$ cat src/rtl/b_ch_resp_pkg.sv
// b_ch_resp_pkg: AXI widths, response codes and B-return source indices.
package b_ch_resp_pkg;
   localparam int AXI_ID_BITS = 4;
   localparam int AXI_IDS_BITS = 8;
   localparam int AXI_RESP_BITS = 2;
   localparam logic [1:0] AXI_RESP_OKAY = 2'b00;
   localparam logic [1:0] AXI_RESP_DECERR = 2'b11;
   typedef enum logic [1:0] {SRC_S0, SRC_S1, SRC_S2, SRC_DEC} src_e;
endpackage

$ cat src/rtl/rr_arb4.sv
// rr_arb4: 4-request round-robin arbiter; scan starts at i_ptr and wraps.
module rr_arb4 (
   input  logic [3:0] i_req,
   input  logic [1:0] i_ptr,
   output logic [3:0] o_gnt,
   output logic [1:0] o_gnt_idx
);
   logic       w_found;
   logic [1:0] w_idx;
   always_comb begin
      w_found = 1'b0;
      w_idx = i_ptr;
      o_gnt_idx = i_ptr;
      for (int i = 0; i < 4; i++) begin
         w_idx = i_ptr + i[1:0];
         if (!w_found && i_req[w_idx]) begin
            w_found = 1'b1;
            o_gnt_idx = w_idx;
         end
      end
      o_gnt = w_found ? 4'b0001 << o_gnt_idx : 4'b0000;
   end
endmodule

$ cat src/rtl/b_ch_resp.sv
// b_ch_resp: B-channel return path; round-robin over S0..S2 and a DECERR slot
// into a one-entry registered output stage toward M1.
module b_ch_resp
   import b_ch_resp_pkg::*;
#(
   parameter int ID_W   = AXI_ID_BITS,
   parameter int IDS_W  = AXI_IDS_BITS,
   parameter int RESP_W = AXI_RESP_BITS
) (
   input  logic              clk,
   input  logic              rst,
   input  logic [IDS_W-1:0]  bid_s0_i,
   input  logic [IDS_W-1:0]  bid_s1_i,
   input  logic [IDS_W-1:0]  bid_s2_i,
   input  logic [RESP_W-1:0] bresp_s0_i,
   input  logic [RESP_W-1:0] bresp_s1_i,
   input  logic [RESP_W-1:0] bresp_s2_i,
   input  logic              bvalid_s0_i,
   input  logic              bvalid_s1_i,
   input  logic              bvalid_s2_i,
   output logic              bready_s0_o,
   output logic              bready_s1_o,
   output logic              bready_s2_o,
   input  logic              decerr_req_i,
   input  logic [IDS_W-1:0]  decerr_id_i,
   output logic [ID_W-1:0]   bid_m1_o,
   output logic [RESP_W-1:0] bresp_m1_o,
   output logic              bvalid_m1_o,
   input  logic              bready_m1_i,
   output logic              decerr_ovf_o
);
   logic              r_bvalid, r_dec_pend, r_ovf;
   logic [ID_W-1:0]   r_id, r_dec_id;
   logic [RESP_W-1:0] r_resp;
   logic [1:0]        r_ptr, w_idx;
   logic [3:0]        w_gnt;
   logic              w_load_en;
   src_e              w_src;
   logic [ID_W-1:0]   w_id;
   logic [RESP_W-1:0] w_resp;
   logic              w_unused_ids;
   // Gating with rst keeps every slave un-readied while reset is held.
   assign w_load_en = rst & (!r_bvalid | bready_m1_i);
   rr_arb4 u_arb (
      .i_req    ({r_dec_pend, bvalid_s2_i, bvalid_s1_i, bvalid_s0_i} & {4{w_load_en}}),
      .i_ptr    (r_ptr),
      .o_gnt    (w_gnt),
      .o_gnt_idx(w_idx)
   );
   assign w_src = src_e'(w_idx);
   assign w_id = w_src == SRC_S0 ? bid_s0_i[ID_W-1:0] :
                 w_src == SRC_S1 ? bid_s1_i[ID_W-1:0] :
                 w_src == SRC_S2 ? bid_s2_i[ID_W-1:0] : r_dec_id;
   assign w_resp = w_src == SRC_S0 ? bresp_s0_i :
                   w_src == SRC_S1 ? bresp_s1_i :
                   w_src == SRC_S2 ? bresp_s2_i : RESP_W'(AXI_RESP_DECERR);
   // Upper slave-ID bits carry the master index and are dropped on the M1 side.
   assign w_unused_ids = ^{bid_s0_i[IDS_W-1:ID_W], bid_s1_i[IDS_W-1:ID_W],
                           bid_s2_i[IDS_W-1:ID_W], decerr_id_i[IDS_W-1:ID_W]};
   assign bready_s0_o = w_gnt[0];
   assign bready_s1_o = w_gnt[1];
   assign bready_s2_o = w_gnt[2];
   assign bid_m1_o = r_id;
   assign bresp_m1_o = r_resp;
   assign bvalid_m1_o = r_bvalid;
   assign decerr_ovf_o = r_ovf;
   always_ff @(posedge clk or negedge rst) begin
      if (!rst) begin
         r_bvalid <= 1'b0;
         r_id <= '0;
         r_resp <= RESP_W'(AXI_RESP_OKAY);
         r_ptr <= 2'd0;
         r_dec_pend <= 1'b0;
         r_dec_id <= '0;
         r_ovf <= 1'b0;
      end else begin
         if (|w_gnt) begin
            r_bvalid <= 1'b1;
            r_id <= w_id;
            r_resp <= w_resp;
            r_ptr <= w_idx + 2'd1;
         end else if (bready_m1_i) begin
            r_bvalid <= 1'b0;
         end
         // A new request may refill the slot in the same cycle it is drained.
         if (decerr_req_i && (!r_dec_pend || w_gnt[3])) begin
            r_dec_pend <= 1'b1;
            r_dec_id <= decerr_id_i[ID_W-1:0];
         end else if (decerr_req_i) begin
            r_ovf <= 1'b1;
         end else if (w_gnt[3]) begin
            r_dec_pend <= 1'b0;
         end
      end
   end
endmodule
$ cat config.mk
export PLATFORM = sky130hd
export DESIGN_NAME = b_ch_resp
export DESIGN_NICKNAME = d
export VERILOG_FILES = /design/src/rtl/b_ch_resp_pkg.sv /design/src/rtl/rr_arb4.sv /design/src/rtl/b_ch_resp.sv
export SDC_FILE = /design/constraint.sdc
export NUM_CORES = 1
export LEC_CHECK = 0
export ABC_AREA = 1
export CORE_UTILIZATION = 41
export CTS_CLUSTER_DIAMETER = 50
export DETAILED_ROUTE_END_ITERATION = 16
export PLACE_DENSITY = 0.88
export SLEW_MARGIN = 40
export SYNTH_ARGS = -nofsm -noshare
export SYNTH_HDL_FRONTEND = slang
export SYNTH_SLANG_ARGS = --single-unit
$ cat constraint.sdc
create_clock -name clk -period 2.7 [get_ports clk]
set_input_delay 0.27 -clock clk [delete_from_list [all_inputs] [get_ports clk]]
set_output_delay 0.27 -clock clk [all_outputs]
set_load 0.01 [all_outputs]
# After elaboration in Yosys (flattened, before gate mapping)

Cells that the tools add are included.

Register bits: 15
Bits in latches: 0
Bits in writable memories: 0
ROM bits: 0
Input port bits: 45
Output and inout port bits: 11
Word-level logic and storage cells: 66
Memories kept: 0

Add/subtract/negate cells: 4
$mul: 0
Divide/modulo/power cells: 0
Order comparisons: 4
Equality and inequality tests: 3
Shift operators: 1
Muxes and demuxes: 27
Bitwise logic cells: 4
Reductions and logical operators: 16

Operators by type and width:

| operator              | count |
|---|---|
| $mux W4               | 4 |
| $mux W1               | 13 |
| $lt A2 B3 Y1 const B  | 4 |
| $mux W2               | 6 |
| $bmux W1 S2           | 4 |
| $logic_not A1 Y1      | 5 |
| $add A2 B1 Y2 const B | 2 |
| $add A2 B2 Y2 const B | 2 |
| $and A4 B4 Y4         | 1 |
| $logic_and A1 B1 Y1   | 4 |
| $reduce_and A2 Y1     | 2 |
| $reduce_bool A2 Y1    | 2 |
| $reduce_or A4 Y1      | 1 |
| $shl A1 B2 Y4 const A | 1 |
| $eq A2 B1 Y1 const B  | 1 |
| $eq A2 B2 Y1 const B  | 1 |
| $logic_not A2 Y1      | 1 |
| $ne A2 B1 Y1 const B  | 1 |
| $and A1 B1 Y1         | 1 |
| $logic_or A1 B1 Y1    | 1 |
| $not A1 Y1            | 1 |
| $or A1 B1 Y1          | 1 |

# Logic depth before layout (Yosys ltp)

Gate-level depths: netlist of the first run.

Depth after elaboration: 22
Depth in mapped cells: 21
Depth with buffers taken out: 20

# Modules after synthesis

Synthesis of the first run repeated with hierarchy kept, for this count alone.

Cells, all modules: 213
Area total of the unflattened synthesis: 1391.3 sq um

Modules (own cells, without submodules):

| module    | times used | cells each | area each (sq um) | sequential area each (sq um) |
|---|---|---|---|---|
| b_ch_resp | 1          | 126        | 919.6             | 375.4 |
| rr_arb4   | 1          | 87         | 471.7             | 0.0 |

# Worst setup path after synthesis of the first run

No wires, ideal clock.

Path kind: register -> register
Start point: register r_ptr[0]
End point: register r_id[0], in the netlist bid_m1_o[0]
Library setup time: 0.074 ns
Arrival time: 2.320 ns
Data required time: 2.626 ns
Path slack: 0.306 ns
Cell stages (with the launch flop): 17
Path buffers: 2
Period minus slack after synthesis: 2.394 ns
Cells stage by stage: dfrtp_1 > buf_6 > xnor2_4 > inv_2 > nand2_2 > nand2_4 > inv_1 > nand2_1 > nor2_4 > nand3_1 > nand2_1 > inv_1 > ha_1 > clkbuf_1 > o311ai_0 > o21ai_0 > o21ai_2

Word-level cells in the longest chain between the ends: 16

RTL lines:

| what                                                   | line            | RTL |
|---|---|---|
| start: declaration                                     | b_ch_resp.sv:35 | `logic [1:0] r_ptr, w_idx;` |
| start signal: assignment                               | b_ch_resp.sv:81 | `r_ptr <= w_idx + 2'd1;` |
| branches (longest 16 deep; another with $add A2 B1 Y2) | n/a             |  |
| end signal: assignment                                 | b_ch_resp.sv:79 | `r_id <= w_id;` |
| end: declaration                                       | b_ch_resp.sv:33 | `logic [ID_W-1:0] r_id, r_dec_id;` |

Parallel ways; which one is timed is not known. The select of a mux whose other input is x is not followed.
A chain may end at the register's enable or synchronous reset.

# Worst setup path after layout of the first run

Start point: register r_ptr[0]
End point: output port bready_s1_o

Word-level cells in the longest chain between the ends: 14

RTL lines:

| what                                                   | line            | RTL |
|---|---|---|
| branches (longest 13 deep; another with $add A2 B1 Y2) | n/a             |  |
| $mux W4 *                                              | rr_arb4.sv:21   | `o_gnt = w_found ? 4'b0001 << o_gnt_idx : 4'b0000;` |
| end: declaration                                       | b_ch_resp.sv:22 | `output logic bready_s1_o,` |

Every way passes the cells marked *. The select of a mux whose other input is x is not followed.

==> results of run 1 <==
[kinds of logic (layout without fill, tap and decap cells)]
kind of cell,count (synthesis),after routing,share of synthesized area
flip-flops,15,15,0.310
AND/OR/NAND/NOR,96,96,0.407
buffers and inverters,17,79,0.0826
adder cells (fa/ha/maj),5,5,0.0516
XOR/XNOR,1,1,0.0227
AO/OA/AOI/OAI,23,23,0.127
[final cells by class]
cell class                      instances  area, um^2
Tap cell                               31        38.8
Timing Repair Buffer                   64         562
Multi-Input combinational cell        125         769
Sequential cell                        15         378
Inverter                               11        48.8
Fill cell                             219         958
Clock buffer                            4        26.3
[stage by stage]
step	setup slack, ps	area, um^2
after floorplan	306	1210
after global placement	-302	1740
after detailed placement	-311	1740
after CTS	0.0753	1800
after global routing	-66.5	1820
final	91.2	1820
[flip-flops by register name, summed over array words and instances, names as in the netlist]
| register | count |
|---|---|
| r_ptr | 2 |
| r_dec_id | 4 |
| decerr_ovf_o | 1 |
| r_dec_pend | 1 |
| bid_m1_o | 4 |
| bvalid_m1_o | 1 |
| bresp_m1_o | 2 |
[critical path, cell delays in order (launching register included)]
cell and delay, ps:
dfrtp_2 490, xnor2_4 230, inv_2 80, nand2_2 90, nand2_4 80, inv_1 90, nand2_2 80, nor2_4 150
nand2_2 80, buf_4 130, nand2_1 70, nand2_1 80, ha_2 180, inv_1 70, nor2_1 50, clkbuf_2 120
[power by group]
part           internal [uW]  switching [uW]
combinational           1130            1270
clock                   57.3            68.4
sequential               349            96.1
total                   1530            1430
[cell usage after synthesis]
master	n
buf_12	1
buf_4	1
buf_6	1
clkbuf_1	2
clkbuf_2	1
dfrtp_1	15
ha_1	5
inv_1	8
inv_2	1
inv_4	1
inv_6	1
nand2_1	47
nand2_2	10
nand2_4	6
nand3_1	11
nand4_1	7
nand4_2	1
nor2_1	11
nor2_4	3
o21ai_0	9
o21ai_1	2
o21ai_2	5
o21bai_1	1
o22ai_1	2
o311ai_0	4
xnor2_4	1
[layer usage]
layer,up-vias,wire length (um)
li1,647,-
met2,32,1580
met3,2,129
met1,589,1240
met5,-,0
met4,0,17
[worst max path at each step]
stage                              start                 endpoint  cells after the start
finish              r_ptr[0]$_DFFE_PN0P_              bready_s1_o                     15
global route        r_ptr[0]$_DFFE_PN0P_              bready_s2_o                     15
CTS                 r_ptr[0]$_DFFE_PN0P_              bready_s2_o                     15
detailed placement                   rst              bready_s1_o                     14
global placement                     rst              bready_s2_o                     13
floorplan           r_ptr[0]$_DFFE_PN0P_  bid_m1_o[0]$_DFFE_PN0P_                     16
[what timing repair did]
item / 4_1_cts / 5_1_grt
endpoints found under the hold margin: 0 / 0
setup buffers: 4 / 1
pin swaps: 1 / 6
setup endpoints to repair: 4 / 9
resized for setup: 9 / 24
==> results.cfg, run 1 <==
[timing]
slew_violations = 0
whs_ps = 307
hold_viol = 0
fmax_mhz = 383
rsz0062_at_grt = true
skew_ps = 1.71
setup_viol = 0
slew_headroom = 0.788
post-route-min-period_ps = 2610
finalCritPeriodShare = 0.966
tightest_slew_ps = 318
setup_tns_ps = 0

[final_layout]
drive_gt1_frac = 0.329
area_delta_synth_final_pct = 50.4
instances_no_fill = 250
fin_util = 0.655
layout_commonest_cell = nand2_1
mostFrequentLayoutCells = nand2_1 (43), clkdlybuf4s50_1 (35), buf_4 (25)
layout.nets = 270
antennaDiodeCount = 0

[synthesis]
synth.ff_latch_count = 15
synth_top_area_share = 0.310
synth_warnings = 0
syn_avg_cell_area_um2 = 7.72
netlist_instances = 157
synth_nets = 207
ys_seq_area_frac = 0.310
synth.largest_area_cell = dfrtp_1
syn-cell-area_um2 = 1210
synthDistinctLibCells = 26
synth.area.top_cells = dfrtp_1 (31%), nand2_1 (15%), nand2_4 (5.6%)

[drt]
viasPerCell = 5.08
routed_wl_mm = 2.97
num_vias = 1270
drc_errors = 0
antenna_left = 0
drtIter0Drc = 44
wire_per_inst_um = 11.9
firstDrtPassIters = 4

[die]
std_cell_rows = 19
initial_core_util = 0.436
die_width_um = 56.4
coreArea_um2 = 2780
ios = 56
die_area_um2 = 3180
die_y_um = 56.4

[placed_design]
io_buffer_count = 39
placedCellCount = 241
hpwl_mm = 2.31
place.gp.congestion = 0.849

[hold_path]
min_path_type = in -> async

[clocking]
clk_latency_ps = 280
root_buffer = clkbuf_4
clk_pin_slew_worst_paths_ps = 80
tritoncts = done
clock_path_buffers = 2
cts_buffers = 3
cts.sinks = 15
cts_hold_buf = 0
h-tree-depth = 1

[global_routing]
met2_usage = 0.381
met3_usage = 0.0530
gr-total-overflow = 0
grt_pass1_wl_mm = 5.20
grt_busiest_layer = met2
grt_max_degree = 16
track_usage = 0.206
antenna_found_initial = 0
globalRouteMet1Util = 0.231
grt_pass1_vias = 1273

[power]
vdd_ir_drop_max_uv = 1410
power_uw = 2960
powerDensity_nw_per_um2 = 1630
leakage_uw = 0.000862

[worst_setup_path]
r2r_cells = 19
crit_path_end_kind = output port
rrSetupSlack_ps = 140
r2r-start = r_ptr[0]$_DFFE_PN0P_
worstPathMaxFanout = 6
r2r-end = bresp_m1_o[0]$_DFFE_PN0P_
start_kind = register
critPathKind = reg -> out
cp_data_arrival_time_ps = 2340
required_ps = 2430

[job]
maxCapViolations = 0

[outcome]
status = finished clean
(Power assumes the default switching activity.)
==> inputs of run 2 (changes only) <==
Settings changed: SLEW_MARGIN 40 to not set.
==> results of run 2 <==
Final layout, timing and power as in run 1 (identical DEF).
